$ cat config.mk
export PLATFORM = sky130hd
export DESIGN_NAME = sseg2hex_capture
export DESIGN_NICKNAME = d
export VERILOG_FILES = /design/src/rtl/sseg2hex_capture.sv
export SDC_FILE = /design/constraint.sdc
export NUM_CORES = 1
export LEC_CHECK = 0
export CORE_MARGIN = 3
export CORE_UTILIZATION = 45
export DETAILED_ROUTE_END_ITERATION = 12
export GPL_TIMING_DRIVEN = 0
export PLACE_DENSITY = 0.74
export SLEW_MARGIN = 15
export SYNTH_ARGS = -nofsm -noshare
export SYNTH_HDL_FRONTEND = slang
export SYNTH_SLANG_ARGS = --single-unit
$ cat constraint.sdc
create_clock -name clk -period 3.1 [get_ports clk]
set_input_delay 0.465 -clock clk [delete_from_list [all_inputs] [get_ports clk]]
set_output_delay 0.465 -clock clk [all_outputs]
set_load 0.05 [all_outputs]
$ cat src/rtl/sseg2hex_capture.sv
// Recovers a 4-digit hex value from a multiplexed active-low 7-segment drive.
// Each digit must dwell STABLE_CYC cycles before capture; a full frame of four digits updates Value.
module sseg2hex_capture #(
  parameter int STABLE_CYC = 4
) (
  input  logic        clk,
  input  logic        rst_n,
  input  logic [3:0]  An,
  input  logic [6:0]  Sseg,
  output logic [15:0] Value,
  output logic        Valid,
  output logic        FrameErr,
  output logic [3:0]  Seen
);
  // state  | meaning
  // IDLE   | registered An not one-hot-low
  // SETTLE | counting stability of the registered pair
  // HELD   | digit captured, waiting for the pair to change
  typedef enum logic [1:0] {IDLE, SETTLE, HELD} state_t;

  localparam logic [7:0] STAB = 8'(STABLE_CYC);

  state_t      state_q, state_d;
  logic [7:0]  cnt_q, cnt_d;
  logic [3:0]  an_q, an_p_q;
  logic [6:0]  sseg_q, sseg_p_q;
  logic [15:0] slots_q, slots_d;
  logic [15:0] value_q, value_d;
  logic [3:0]  seen_q, seen_d;
  logic        bad_q, bad_d;
  logic        valid_q, valid_d;
  logic        ferr_q, ferr_d;

  logic        one_hot, chg, cap, complete, dec_ok;
  logic [3:0]  dec_nib, sel;

  always_comb begin
    dec_ok  = 1'b1;
    dec_nib = 4'h0;
    case (sseg_q)
      7'b0000001: dec_nib = 4'h0;
      7'b1001111: dec_nib = 4'h1;
      7'b0010010: dec_nib = 4'h2;
      7'b0000110: dec_nib = 4'h3;
      7'b1001100: dec_nib = 4'h4;
      7'b0100100: dec_nib = 4'h5;
      7'b0100000: dec_nib = 4'h6;
      7'b0001111: dec_nib = 4'h7;
      7'b0000000: dec_nib = 4'h8;
      7'b0000100: dec_nib = 4'h9;
      7'b0001000: dec_nib = 4'hA;
      7'b1100000: dec_nib = 4'hB;
      7'b0110001: dec_nib = 4'hC;
      7'b1000010: dec_nib = 4'hD;
      7'b0110000: dec_nib = 4'hE;
      7'b0111000: dec_nib = 4'hF;
      default:    dec_ok  = 1'b0;
    endcase
  end

  always_comb begin
    one_hot = 1'b0;
    case (an_q)
      4'b1110, 4'b1101, 4'b1011, 4'b0111: one_hot = 1'b1;
      default:                            one_hot = 1'b0;
    endcase
    sel = ~an_q;
    chg = (an_q != an_p_q) || (sseg_q != sseg_p_q);

    state_d = state_q;
    cnt_d   = cnt_q;
    case (state_q)
      IDLE: begin
        if (one_hot) begin
          state_d = SETTLE;
          cnt_d   = 8'd1;
        end
      end
      SETTLE, HELD: begin
        if (chg) begin
          if (one_hot) begin
            state_d = SETTLE;
            cnt_d   = 8'd1;
          end else begin
            state_d = IDLE;
            cnt_d   = 8'd0;
          end
        end else if (state_q == SETTLE && cnt_q < STAB) begin
          cnt_d = cnt_q + 8'd1;
        end
      end
      default: begin
        state_d = IDLE;
        cnt_d   = 8'd0;
      end
    endcase

    cap = 1'b0;
    if (state_d == SETTLE && cnt_d == STAB) begin
      cap     = 1'b1;
      state_d = HELD;
    end

    // Completion reads the pre-capture slots; a coinciding capture seeds the next frame.
    complete = (seen_q == 4'hF);
    value_d  = (complete && !bad_q) ? slots_q : value_q;
    valid_d  = complete && !bad_q;
    ferr_d   = complete && bad_q;
    seen_d   = complete ? 4'h0 : seen_q;
    bad_d    = complete ? 1'b0 : bad_q;
    slots_d  = slots_q;
    if (cap) begin
      for (int k = 0; k < 4; k++) begin
        if (sel[k]) slots_d[4*k +: 4] = dec_ok ? dec_nib : 4'h0;
      end
      seen_d = seen_d | sel;
      bad_d  = bad_d | !dec_ok;
    end
  end

  always_ff @(posedge clk or negedge rst_n) begin
    if (!rst_n) begin
      state_q  <= IDLE;
      cnt_q    <= 8'd0;
      an_q     <= 4'hF;
      an_p_q   <= 4'hF;
      sseg_q   <= 7'h7F;
      sseg_p_q <= 7'h7F;
      slots_q  <= 16'h0000;
      value_q  <= 16'h0000;
      seen_q   <= 4'h0;
      bad_q    <= 1'b0;
      valid_q  <= 1'b0;
      ferr_q   <= 1'b0;
    end else begin
      state_q  <= state_d;
      cnt_q    <= cnt_d;
      an_q     <= An;
      an_p_q   <= an_q;
      sseg_q   <= Sseg;
      sseg_p_q <= sseg_q;
      slots_q  <= slots_d;
      value_q  <= value_d;
      seen_q   <= seen_d;
      bad_q    <= bad_d;
      valid_q  <= valid_d;
      ferr_q   <= ferr_d;
    end
  end

  assign Value    = value_q;
  assign Valid    = valid_q;
  assign FrameErr = ferr_q;
  assign Seen     = seen_q;
endmodule
Yosys cells after proc, flatten, opt, wreduce, memory -nomap -nowiden
Index checks and enable logic that the tools add are counted.
{"block": "totals", "output_inout_bits": 22, "ff_bits": 71}
{"block": "classes", "eq_ne": 26, "order_cmp": 1, "n_reduce_logical": 16, "muxes": 19, "bitwise": 3, "addsub": 1}
{"cell": "$pmux W4 S15", "n": 1}
{"cell": "$eq A7 B6 Y1 const B", "n": 5}
{"cell": "$eq A7 B7 Y1 const B", "n": 4}
{"cell": "$mux W8", "n": 3}
{"cell": "$eq A4 B4 Y1 const B", "n": 4}
{"cell": "$pmux W8 S2", "n": 1}
{"cell": "$reduce_or A16 Y1", "n": 1}
{"cell": "$eq A7 B3 Y1 const B", "n": 2}
{"cell": "$eq A7 B4 Y1 const B", "n": 2}
{"cell": "$mux W4", "n": 3}
{"cell": "$add A8 B1 Y8 const B", "n": 1}
{"cell": "$eq A8 B3 Y1 const B", "n": 1}
{"cell": "$lt A8 B3 Y1 const B", "n": 1}
{"cell": "$reduce_and A2 Y1", "n": 4}
{"cell": "$eq A7 B1 Y1 const B", "n": 1}
{"cell": "$eq A7 B5 Y1 const B", "n": 1}
{"cell": "$logic_not A7 Y1", "n": 1}
{"cell": "$mux W1", "n": 7}
{"cell": "$ne A7 B7 Y1", "n": 1}
{"cell": "$mux W2", "n": 3}
{"cell": "$eq A2 B1 Y1 const B", "n": 2}
{"cell": "$eq A4 B3 Y1 const B", "n": 1}
{"cell": "$logic_and A1 B1 Y1", "n": 4}
{"cell": "$ne A4 B4 Y1", "n": 1}
{"cell": "10 further kinds", "n": 11}

Depth between registers and ports, before layout
{"block": "logic_depth", "depth_word": 10, "depth_mapped": 9, "depth_no_buf": 9}

Least setup slack after synthesis
Ideal clock, no wire load.
{"block": "synth_timing", "path_type": "register to register", "startpoint": "reg sseg_q[4]", "endpoint": "reg slots_q[0]", "synth_period_minus_slack_ns": 2.590, "setup_time_ns": 0.128, "stages_incl_launch_ff": 9, "arrival_time_ns": 2.462, "path_slack_ns": 0.510, "n_path_buf": 1, "path_cell_list": "dfstp_2 buf_2 xnor2_1 nand4_1 nor3_1 mux2_2 a21oi_2 nand4b_4 mux2_1"}
{"block": "synth_between", "elab_chain_len": 8, "word_cells_on_any_way": 31}
{"element": "from (decl)", "line": "26", "source": "logic [6:0] sseg_q, sseg_p_q;"}
{"element": "from (signal assigned)", "line": "140", "source": "sseg_q <= Sseg;"}
{"element": "$ne A7 B7 Y1", "line": "68", "source": "chg = (an_q != an_p_q) || (sseg_q != sseg_p_q);"}
{"element": "$logic_or A1 B1 Y1", "line": "68"}
{"element": "$mux W8 or $mux W2 (tied branches)", "line": "80", "source": "if (chg) begin"}
{"element": "$pmux W8 S2 or $pmux W2 S2 (tied branches)", "line": "72", "source": "case (state_q)"}
{"element": "$eq A8 B3 Y1 or $eq A2 B1 Y1 (tied branches)", "line": "99", "source": "if (state_d == SETTLE && cnt_d == STAB) begin"}
{"element": "$logic_and A1 B1 Y1", "line": "99"}
{"element": "$mux W1", "line": "99"}
{"element": "$reduce_and A2 Y1 (no line)"}
{"element": "to (signal assigned)", "line": "142", "source": "slots_q <= slots_d;"}
{"element": "to (decl)", "line": "27", "source": "logic [15:0] slots_q, slots_d;"}
Parallel ways exist; a longest one is shown, timed or not.
A chain may end at the register's enable or synchronous reset.

Worst setup path after layout
{"block": "layout_timing", "startpoint": "reg sseg_q[4]", "endpoint": "reg slots_q[4]"}
The elaborated chain is that of the path after synthesis.

==> flow_summary_export.csv <==
group,metric,value,unit
placed_design,port_buffers,34,
floorplan,start_util,48.16,%
run_status,status,"finished clean",
timing,drv_slew,0,
synth,ys_ff_latch,71,
routing,dr.pass1.iters,4,
clock_network,clkLatencyLatePin,0.35,ns
synth,seq_area_frac_synth,57.04,%
clock_network,ctsResizeCount,0,
synth,synth_area,3163,um^2
clock_network,clkSlewWorstSetupHoldPaths,0.08,ns
routing,vias,2014,
clock_network,htreeDepth,3,
critical_path,worstPathRequired,3.33,ns
floorplan,io_pins,35,
run,drv_cap,0,
timing,period_share,95.17,%
critical_path,path_max_fanout,10,
routing,ant_nets,0,
timing,hold_viol_final,0,
floorplan,die_x,89.84,um
finish,syn2layout_area_growth,22.27,%
global_routing,track_usage,14.70,%
timing,worstMarginPinSlew,0.7008,ns
clock_network,cts_setup_buffers,0,
power_and_ir_drop,leakage,1.804,nW
timing,fin_skew,0.01228,ns
synth,syn_avg_cell_area,13.07,um^2
global_routing,antenna_found_initial,0,
synth,yosys.cell_types.count,51,
routing,wirelength,5.596,mm
synth,yosys_warnings,0,
critical_path,startpoint_type,"register",
timing,slew_headroom,53.14,%
synth,netlist_instances,242,
floorplan,design.die.area,8071,um^2
synth,syn-num-nets,259,
timing,maxClockFrequency,338.9,MHz
critical_path,setup.worst_path.end_class,"register",
finish,diodes,0,
power_and_ir_drop,ir_worst_vdd,0.0003192,V
timing,period_needed,2.950,ns
critical_path,path_class,"register to register",
power_and_ir_drop,p_total,2.115,mW
finish,fillers,514,
floorplan,rows,29,
clock_network,cts_tree,"built",
clock_network,cts_buffers,9,
floorplan,die_y,89.84,um
power_and_ir_drop,powerDensity,547.0,nW/um^2
clock_network,postCtsHoldBufs,0,
critical_path,arrival,3.18,ns
timing,setup_viol_count_final,0,
finish,multiInputGateArea,1279,um^2
timing,rsz0062_at_grt,"no",
global_routing,grt_overflow_total,0,
placed_design,dpl_worst_slack,0.1581,ns
routing,drc,0,
global_routing,grt_pass1_wl,9.439,mm
finish,fin_nets,305,
finish,drive_gt1_share,30.72,%
hold_path,hold_class,"input pin to async pin",
clock_network,clockBufferDepth,2,
routing,vias_per_cell,5.218,
clock_network,root_buffer,"clkbuf_8",
finish,register_area,1804,um^2
floorplan,core-area,6568,um^2
clock_network,clock_sinks,71,
timing,setup_slack,0.1497,ns
global_routing,grt_max_degree,46,
placed_design,dpl.hpwl,4.050,mm
global_routing,grt_pass1_vias,1935,
placed_design,gp_congestion,0.7914,
routing,wl_per_cell,14.50,um
routing,drtIter0Drc,110,
==> worst paths after layout <==
check                              endpoint  slack (ns)  cells after the start       from
worst max-delay path             slots_q[4]        0.15                      8  sseg_q[4]
worst min-delay path              Value[11]        0.01                      1      rst_n
worst max register to register   slots_q[4]        0.15                      8  sseg_q[4]
worst min register to register  sseg_p_q[4]        0.37                      0  sseg_q[4]
max in group asynchronous          cnt_q[6]        2.55                      2      rst_n
min in group clk                sseg_p_q[4]        0.37                      0  sseg_q[4]
==> power by group <==
group          leakage, nW  switching [mW]  internal (mW)  total (mW)
clock                0.114           0.355          0.480       0.835
sequential           0.913          0.0291          0.965       0.995
combinational        0.776           0.177          0.109       0.286
==> sequential cells by signal (all words and copies together) (netlist names) <==
register	flops
an_p_q	4
slots_q	16
state_q	2
bad_q	1
Seen	4
sseg_p_q	7
Valid	1
FrameErr	1
Value	16
an_q	4
sseg_q	7
cnt_q	8
==> Yosys cell counts (all sizes together) <==
cell     n  area share (%)
nor2     7            0.83
xnor2   13             4.4
and2     6             1.2
a21oi    8             1.4
nor3b    1            0.59
o22a     1            0.28
or4      2            0.59
a221o    1            0.32
o32ai    2            0.55
o21bai   1            0.24
dfstp   22              18
nand3b   1            0.24
a21o     1            0.24
and3b    1            0.40
o21a     1            0.24
ha       4             1.6
nand4    4            0.79
dfrtp   49              39
nand2   23             2.7
nor2b    1            0.20
mux2    33              12
and3     1            0.20
o41ai    1            0.28
nand3    5            0.79
o22ai    1            0.20
nand2b   4            0.79
or4b     1            0.32
or3b     1            0.28
a31oi    4            0.79
nand4b   6             3.6
buf      4             1.2
o21ai    3            0.47
inv      7            0.83
nor4b    2            0.75
or3      2            0.44
o211ai   2            0.47
o211a    1            0.32
nor4     2            0.40
or2      2            0.40
a221oi   1            0.47
clkbuf   4            0.47
nor3     6            0.95
==> critical path, cell delays in order, from the launching register on <==
cell      delay, ns
dfstp_2        0.53
buf_2          0.22
xnor2_1        0.15
nand4_1        0.14
nor3_1         0.37
mux2_2         0.41
a21oi_2        0.45
nand4b_4       0.21
mux2_1         0.35
==> per-stage QoR <==
stage | hold slack [ns] | instance area [um^2] | setup TNS, ns | util [%] | instances
after detailed placement | 0.3564 | 3637 | 0 | 55.38 | 370
after global placement | 0.3540 | 3620 | -34.27 | 55.12 | 369
after global routing | 0.02141 | 3867 | 0 | 58.89 | 386
after floorplan | 0.1694 | 3163 | 0 | - | 242
final | 0.009581 | 3867 | 0 | 58.89 | 386
after CTS | 0.007856 | 3867 | 0 | 58.89 | 386
==> area by class of cell <==
| class | count | area share [%] |
|---|---|---|
| inverter | 7 | 0.6794 |
| buffer | 8 | 1.391 |
| tap | 93 | 3.009 |
| sequential | 71 | 46.65 |
| timing repair buffer | 35 | 9.253 |
| clock inverter | 6 | 2.394 |
| clock buffer | 10 | 3.559 |
| multi-input combinational | 156 | 33.06 |
==> per-layer routing <==
metal / vias to the layer above / track usage [%] / wire (um)
met5: - / 0 / 0
met4: 0 / 7.280 / 119
met3: 10 / 3.172 / 216
met2: 47 / 22.81 / 2657
met1: 1000 / 19.61 / 2602
li1: 957 / - / -
==> cells by family (layout without fill, tap and decap cells) <==
kind of cell | Yosys count | count (layout) | share of synthesized area, %
muxes | 33 | 33 | 11.75
xor gates and xnor gates | 13 | 13 | 4.431
and+or+nand+nor | 78 | 78 | 16.42
adders and majority gates | 4 | 4 | 1.582
buffers and inverters | 15 | 66 | 2.531
DFF | 71 | 71 | 57.04
AOI/OAI and AO/OA | 28 | 28 | 6.250
==> cells in the final DEF (no fill, tap or decap), drive strengths merged, types with 2 or more instances in the layout <==
cell	count
nand4	4
nor4	2
nand3	5
bufinv	2
nor4b	2
mux2	33
clkdlybuf4s50	33
or2	2
inv	8
xnor2	13
dfrtp	49
clkinv	2
or4	2
o211ai	2
clkbuf	14
nor2	7
or3	2
o21ai	3
nor3	6
nand4b	6
nand2	23
a21oi	8
buf	6
nand2b	4
a31oi	4
dfstp	22
ha	4
and2	6
o32ai	2
Note: power is estimated with default switching activity, not from simulation.
